`src/rtl/tx_symbol_serializer_if.sv`:
```
// rtl/tx_symbol_serializer_if.sv - word handshake between symbol source and serializer
interface tx_symbol_serializer_if #(
    parameter int SYM_WIDTH = 10,
    parameter int MAX_SYMS  = 4
);
    localparam int CNT_W = $clog2(MAX_SYMS + 1);

    logic                          IN_VALID;
    logic                          IN_READY;
    logic [SYM_WIDTH*MAX_SYMS-1:0] IN_DATA;
    logic [CNT_W-1:0]              IN_COUNT;

    modport master (
        output IN_VALID,
        output IN_DATA,
        output IN_COUNT,
        input  IN_READY
    );

    modport slave (
        input  IN_VALID,
        input  IN_DATA,
        input  IN_COUNT,
        output IN_READY
    );
endinterface

```
`src/rtl/tx_symbol_serializer.sv`:
```
// rtl/tx_symbol_serializer.sv - variable-length symbol word to serial bit stream with idle fill
module tx_symbol_serializer #(
    parameter int                   SYM_WIDTH = 10,
    parameter int                   MAX_SYMS  = 4,
    parameter logic [SYM_WIDTH-1:0] IDLE_SYM  = 10'h17C
) (
    input  logic                      CLK,
    input  logic                      RESET_SER,
    input  logic                      ENB,
    tx_symbol_serializer_if.slave     in_if,
    output logic                      OUT_SERIAL,
    output logic                      OUT_SYM_START,
    output logic                      OUT_IDLE,
    output logic                      ERR
);
    localparam int CNT_W  = $clog2(MAX_SYMS + 1);
    localparam int BC_W   = $clog2(SYM_WIDTH);
    localparam int REM_W  = (MAX_SYMS > 1) ? $clog2(MAX_SYMS) : 1;
    localparam int WORD_W = SYM_WIDTH * MAX_SYMS;

    logic [SYM_WIDTH-1:0] sr;
    logic [BC_W-1:0]      bc;
    logic [WORD_W-1:0]    word_buf;
    logic [REM_W-1:0]     rem;

    logic                 boundary;
    logic                 accept;
    logic                 count_ok;

    logic [SYM_WIDTH-1:0] load_sym;
    logic                 load_idle;
    logic [WORD_W-1:0]    word_buf_n;
    logic [REM_W-1:0]     rem_n;

    assign boundary = (bc == BC_W'(SYM_WIDTH - 1));

    // Gating with RESET_SER keeps the source from handing over a word that
    // the reset edge would immediately discard.
    assign in_if.IN_READY = RESET_SER && ENB && boundary && (rem == '0);
    assign accept         = in_if.IN_VALID && in_if.IN_READY;
    assign count_ok       = (in_if.IN_COUNT != '0) &&
                            (in_if.IN_COUNT <= CNT_W'(MAX_SYMS));

    // Buffered symbols always win over a new word, so a word drains fully
    // even after ENB falls; with nothing pending the line is idle-filled.
    always_comb begin
        load_sym   = IDLE_SYM;
        load_idle  = 1'b1;
        word_buf_n = word_buf;
        rem_n      = rem;
        if (boundary) begin
            if (rem != '0) begin
                load_sym   = word_buf[SYM_WIDTH-1:0];
                load_idle  = 1'b0;
                word_buf_n = word_buf >> SYM_WIDTH;
                rem_n      = rem - 1'b1;
            end else if (accept && count_ok) begin
                load_sym   = in_if.IN_DATA[SYM_WIDTH-1:0];
                load_idle  = 1'b0;
                word_buf_n = in_if.IN_DATA >> SYM_WIDTH;
                rem_n      = REM_W'(in_if.IN_COUNT - 1'b1);
            end
        end
    end

    always_ff @(posedge CLK) begin
        if (!RESET_SER) begin
            sr            <= '0;
            bc            <= BC_W'(SYM_WIDTH - 1);
            word_buf      <= '0;
            rem           <= '0;
            OUT_SERIAL    <= 1'b0;
            OUT_SYM_START <= 1'b0;
            OUT_IDLE      <= 1'b1;
            ERR           <= 1'b0;
        end else begin
            ERR <= accept && !count_ok;
            if (boundary) begin
                OUT_SERIAL    <= load_sym[0];
                sr            <= load_sym >> 1;
                bc            <= '0;
                OUT_SYM_START <= 1'b1;
                OUT_IDLE      <= load_idle;
                word_buf      <= word_buf_n;
                rem           <= rem_n;
            end else begin
                OUT_SERIAL    <= sr[0];
                sr            <= sr >> 1;
                bc            <= bc + 1'b1;
                OUT_SYM_START <= 1'b0;
            end
        end
    end
endmodule

```
`src/flat_wrapper.sv`:
```
// flat-port wrapper written by rule: the top's interface ports become plain ports
module tx_symbol_serializer_flat 
#(
    parameter int                   SYM_WIDTH = 10,
    parameter int                   MAX_SYMS  = 4,
    parameter logic [SYM_WIDTH-1:0] IDLE_SYM  = 10'h17C
)
  (CLK, RESET_SER, ENB, OUT_SERIAL, OUT_SYM_START, OUT_IDLE, ERR, in_if_IN_VALID, in_if_IN_DATA, in_if_IN_COUNT, in_if_IN_READY);
  tx_symbol_serializer_if #(.SYM_WIDTH(SYM_WIDTH), .MAX_SYMS(MAX_SYMS)) in_if_i ();
  input  logic CLK;
  input  logic RESET_SER;
  input  logic ENB;
  output logic OUT_SERIAL;
  output logic OUT_SYM_START;
  output logic OUT_IDLE;
  output logic ERR;
  input wire logic [$bits(in_if_i.IN_VALID)-1:0] in_if_IN_VALID;
  input wire logic [$bits(in_if_i.IN_DATA)-1:0] in_if_IN_DATA;
  input wire logic [$bits(in_if_i.IN_COUNT)-1:0] in_if_IN_COUNT;
  output wire logic [$bits(in_if_i.IN_READY)-1:0] in_if_IN_READY;
  assign in_if_i.IN_VALID = in_if_IN_VALID;
  assign in_if_i.IN_DATA = in_if_IN_DATA;
  assign in_if_i.IN_COUNT = in_if_IN_COUNT;
  assign in_if_IN_READY = in_if_i.IN_READY;
  tx_symbol_serializer #(.SYM_WIDTH(SYM_WIDTH), .MAX_SYMS(MAX_SYMS), .IDLE_SYM(IDLE_SYM)) u_core (.CLK(CLK), .RESET_SER(RESET_SER), .ENB(ENB), .in_if(in_if_i), .OUT_SERIAL(OUT_SERIAL), .OUT_SYM_START(OUT_SYM_START), .OUT_IDLE(OUT_IDLE), .ERR(ERR));
endmodule
```
`config.mk`:
```
export PLATFORM = sky130hd
export DESIGN_NAME = tx_symbol_serializer_flat
export DESIGN_NICKNAME = d
export VERILOG_FILES = /design/src/rtl/tx_symbol_serializer_if.sv /design/src/rtl/tx_symbol_serializer.sv /design/src/flat_wrapper.sv
export SDC_FILE = /design/constraint.sdc
export NUM_CORES = 1
export LEC_CHECK = 0
export ABC_AREA = 1
export ABC_CLOCK_PERIOD_IN_PS = 4920
export CORE_MARGIN = 3
export CORE_UTILIZATION = 25
export DETAILED_ROUTE_END_ITERATION = 16
export PLACE_DENSITY = 0.44
export SLEW_MARGIN = 5
export SYNTH_ARGS = -nofsm -noshare
export SYNTH_HDL_FRONTEND = slang
export SYNTH_SLANG_ARGS = --single-unit
```
`constraint.sdc`:
```
create_clock -name CLK -period 4.92 [get_ports CLK]
set_input_delay 0.492 -clock CLK [delete_from_list [all_inputs] [get_ports CLK]]
set_output_delay 0.492 -clock CLK [all_outputs]
set_load 0.02 [all_outputs]
```
==> metrics list <==
- Critical Path, Cell by Cell: clkdlybuf4s50_1, buf_4, nand4_2, nor2_4, nand3_4, nand2_2, nand3_1, nand2_1, nor2_1
- Entering global routing, the biggest net connects 67 pins.
* Required time of the critical path: between 5000 and 6000 ps
- In this run the worst path has a maximum fanout of 65.
* Number of instances in the synthesized netlist: around 310
- Synthesized area divided by synthesized cell count: roughly 7.5 sq um
* Weighted congestion reported at the end of routability-driven placement: 0.6737
- Average via count per standard cell: roughly 4.5
- During placement, the flow inserted port buffers numbering between 50 and 60.
- Dividing total power by cell area gives a power density of between 300 and 400 nW/um^2.
- Root Driver: sky130_fd_sc_hd__clkbuf_8
- Post-detailed-route wirelength per cell: ~12 um
- The pre-antenna-repair detailed-routing pass consisted of 4 iterations.
- Htree depth: 2
- Clock sink total: 49
* Wire length of the first global-routing pass: just over 9000 um
* Type of the worst min-delay path: flop to flop
- Highest-count cells in the layout ignoring fill and taps: sky130_fd_sc_hd__nand2_1 (66), sky130_fd_sc_hd__clkdlybuf4s50_1 (51), sky130_fd_sc_hd__dfxtp_1 (49)
* Full die area: between 10000 and 15000 sq um
- In the routed design, unresolved DRC markers number 0.
- In this run the vertical extent of the chip is roughly 100 um.
- Of the total power, the clock network draws 0.226.
- Summing over every cut layer, the via total after detailed routing is roughly 2100.
- Psw: roughly 370 uW
- Leak pwr: around 1.3 nW
* Final setup violation count: 0
- Transition time of the tightest slew-check pin: between 1000 and 1500 ps
- Post-layout min period: about 2900 ps
- Kind of critical path: input port to flop
- Gates resized, CTS repair: 0
* Result of the run: finished, final reports clean
* Count of pins on the block boundary: 52
* Hold WS: about 430 ps
- Area overhead of the layout relative to synthesis: 26.22%
- Number of buffer and inverter instances along the worst setup path: 2
- Largest voltage drop on the vdd net: roughly 140 uV
- Area of the core: 8891 sq um
- Most common library cell in the layout ignoring fill and taps: sky130_fd_sc_hd__nand2_1
- Of the total power, the share spent switching nets is 0.3559.
* Part of the power in combinational logic: 0.317
- After clock tree synthesis, the flow added hold-fix buffers numbering 0.
* Nature of the critical path startpoint: input port
* Crit share post-route: 0.5907
- The count of nets left with antenna violations once routing finished came out at 0.
- Grt ovf: 0
- Standard cell with the maximum stage delay on the critical path: sky130_fd_sc_hd__nand2_2
- Post-CTS setup buffer count: 0
* Detailed router's first-iteration violation count: ~100
- Summing every instance area after synthesis gives about 2300 sq um.
- Sequential Power Share: 0.456
- Kind of cell with the highest combined delay on the critical path: simple AND/OR/NAND/NOR gates
- Count of state elements after synthesis: 49
* Final net count: 397
* Final Hold Fails: 0
* Design internal power: between 600 and 700 uW
* Nets in the synthesized netlist: between 300 and 400
- Overall power after layout: about 1.0 mW
* Clock insertion delay at the later pin of the skew report: around 300 ps
* Worst-path clk slew: 100 ps
* Max-slew violation count: 0
- Final design utilization: 0.3306
- Detailed placement ended at an HPWL of around 3600 um.
- The number of different library cells used by synthesis comes to 24.
- The floorplan has 34 rows.
- Number of buffers on the longest clock path: 2
- The worst pin sits at a relative slew slack of 0.2295.
* Number of buffers inserted during clock tree synthesis: 5
- Measured along the x axis, the die boundary spans approximately 100 um.
- Initial core utilization: 0.2619
- Yosys printed 0 warnings.
- Summed over all layers, the routed wires come to 5657 um.
- Proportion of synthesized chip area in sequential cells: 0.4213
- Total routing usage reported by global routing: 0.1101
- For this run, the slowest stage of the critical path takes 860 ps.
- STA classifies the critical path endpoint as a flop.
- The tool flagged a number of max-cap violations equal to 0.
* Ant diodes: 0
- Final TNS setup: 0 ps
* Number of global-route vias before repair: approximately 1900
- Setup repair after global routing missed its margin: no
- Of the cells placed in the final design, the portion with a size suffix greater than 1 is 0.04298.
- Setup skew after layout: ~8.4 ps
* Worst path arrival time: ~3100 ps
- TritonCTS clock tree: built
- Initial antenna violation count: 0
- Derived from the worst setup path, the maximum achievable clock frequency is between 0.3 and 0.4 GHz.
==> per-layer routing <==
layer	share of wire	vias to the layer above	track usage	wire (um)
met2	0.41	49	0.1574	2316
met5	0	-	0	0
met1	0.53	906	0.1649	3006
li1	-	1096	-	-
met3	0.053	5	0.02842	301
met4	0.0058	0	0.02523	33
==> final timing paths <==
kind | cells past startpoint | to | slack [ps] | startpoint
worst min-delay path | 2 | u_core.OUT_SERIAL | 430 | u_core.sr[0]
worst min register to register | 2 | u_core.OUT_SERIAL | 430 | u_core.sr[0]
worst max-delay path | 9 | u_core.word_buf[15] | 2010 | RESET_SER
worst max register to register | 8 | u_core.word_buf[15] | 2500 | u_core.bc[0]
==> per-stage QoR <==
step,setup WS [ps],area (sq um),instances
after floorplan,3183,2328,311
after global placement,1721,2851,449
after detailed placement,1673,2851,449
after CTS,2010,2939,457
after global routing,1779,2939,457
final,2014,2939,457
==> flip-flops by register name (all words and copies together) (netlist names) <==
name and flops:
u_core.ERR 1, u_core.OUT_IDLE 1, u_core.OUT_SERIAL 1, u_core.OUT_SYM_START 1
u_core.bc 4, u_core.rem 2, u_core.sr 9, u_core.word_buf 30
==> power by group through the flow <==
stage               combinational, mW  clock, mW  sequential (mW)
floorplan                       0.264          0            0.486
global placement                0.336          0            0.488
detailed placement              0.337          0            0.488
CTS                             0.338      0.251            0.479
global route                    0.375      0.268            0.486
finish                          0.333      0.237            0.479
==> tightest hold or removal path: cells and delay by family (launching register included) <==
family	cells	cell delay, ps
flops	1	320
simple gates	2	100
==> kinds of logic after synthesis <==
family | share of synthesized area
XOR/XNOR | 0.01129
buffers and inverters | 0.07899
flip-flops | 0.4213
multiplexers | 0.08597
AND/OR/NAND/NOR | 0.2746
adder cells (fa/ha/maj) | 0.01075
AO/OA/AOI/OAI | 0.1171
==> Yosys cell counts <==
cell                       instances  area (sq um)
sky130_fd_sc_hd__a21oi_1          35         175.2
sky130_fd_sc_hd__buf_1             5         18.77
sky130_fd_sc_hd__buf_2             3         15.01
sky130_fd_sc_hd__buf_4             2         15.01
sky130_fd_sc_hd__buf_6             6         67.56
sky130_fd_sc_hd__clkbuf_1          7         26.28
sky130_fd_sc_hd__clkinv_1          1         3.750
sky130_fd_sc_hd__dfxtp_1          49         980.9
sky130_fd_sc_hd__ha_1              2         25.02
sky130_fd_sc_hd__inv_1            10         37.54
sky130_fd_sc_hd__mux2i_1          20         200.2
sky130_fd_sc_hd__nand2_1          66         247.7
sky130_fd_sc_hd__nand2_2           1         6.260
sky130_fd_sc_hd__nand3_1          34         170.2
sky130_fd_sc_hd__nand3_4           1         17.52
sky130_fd_sc_hd__nand4_1           1         6.260
sky130_fd_sc_hd__nand4_2           1         12.51
sky130_fd_sc_hd__nor2_1           43         161.4
sky130_fd_sc_hd__nor2_2            1         6.260
sky130_fd_sc_hd__nor2_4            1         11.26
sky130_fd_sc_hd__o21ai_0          18         90.09
sky130_fd_sc_hd__o21bai_1          1         7.510
sky130_fd_sc_hd__xnor2_1           2         17.52
sky130_fd_sc_hd__xor2_1            1         8.760
==> final cells by class <==
type,instances,area (sq um)
clock inverters,2,15.01
fillers,983,5952
flip-flops and latches,49,980.9
repair buffers,53,525.5
well taps,108,135.1
multi-input cells,228,1169
clock buffers,6,72.57
inverters,11,41.29
No activity file was read; power rests on OpenSTA's default activity.
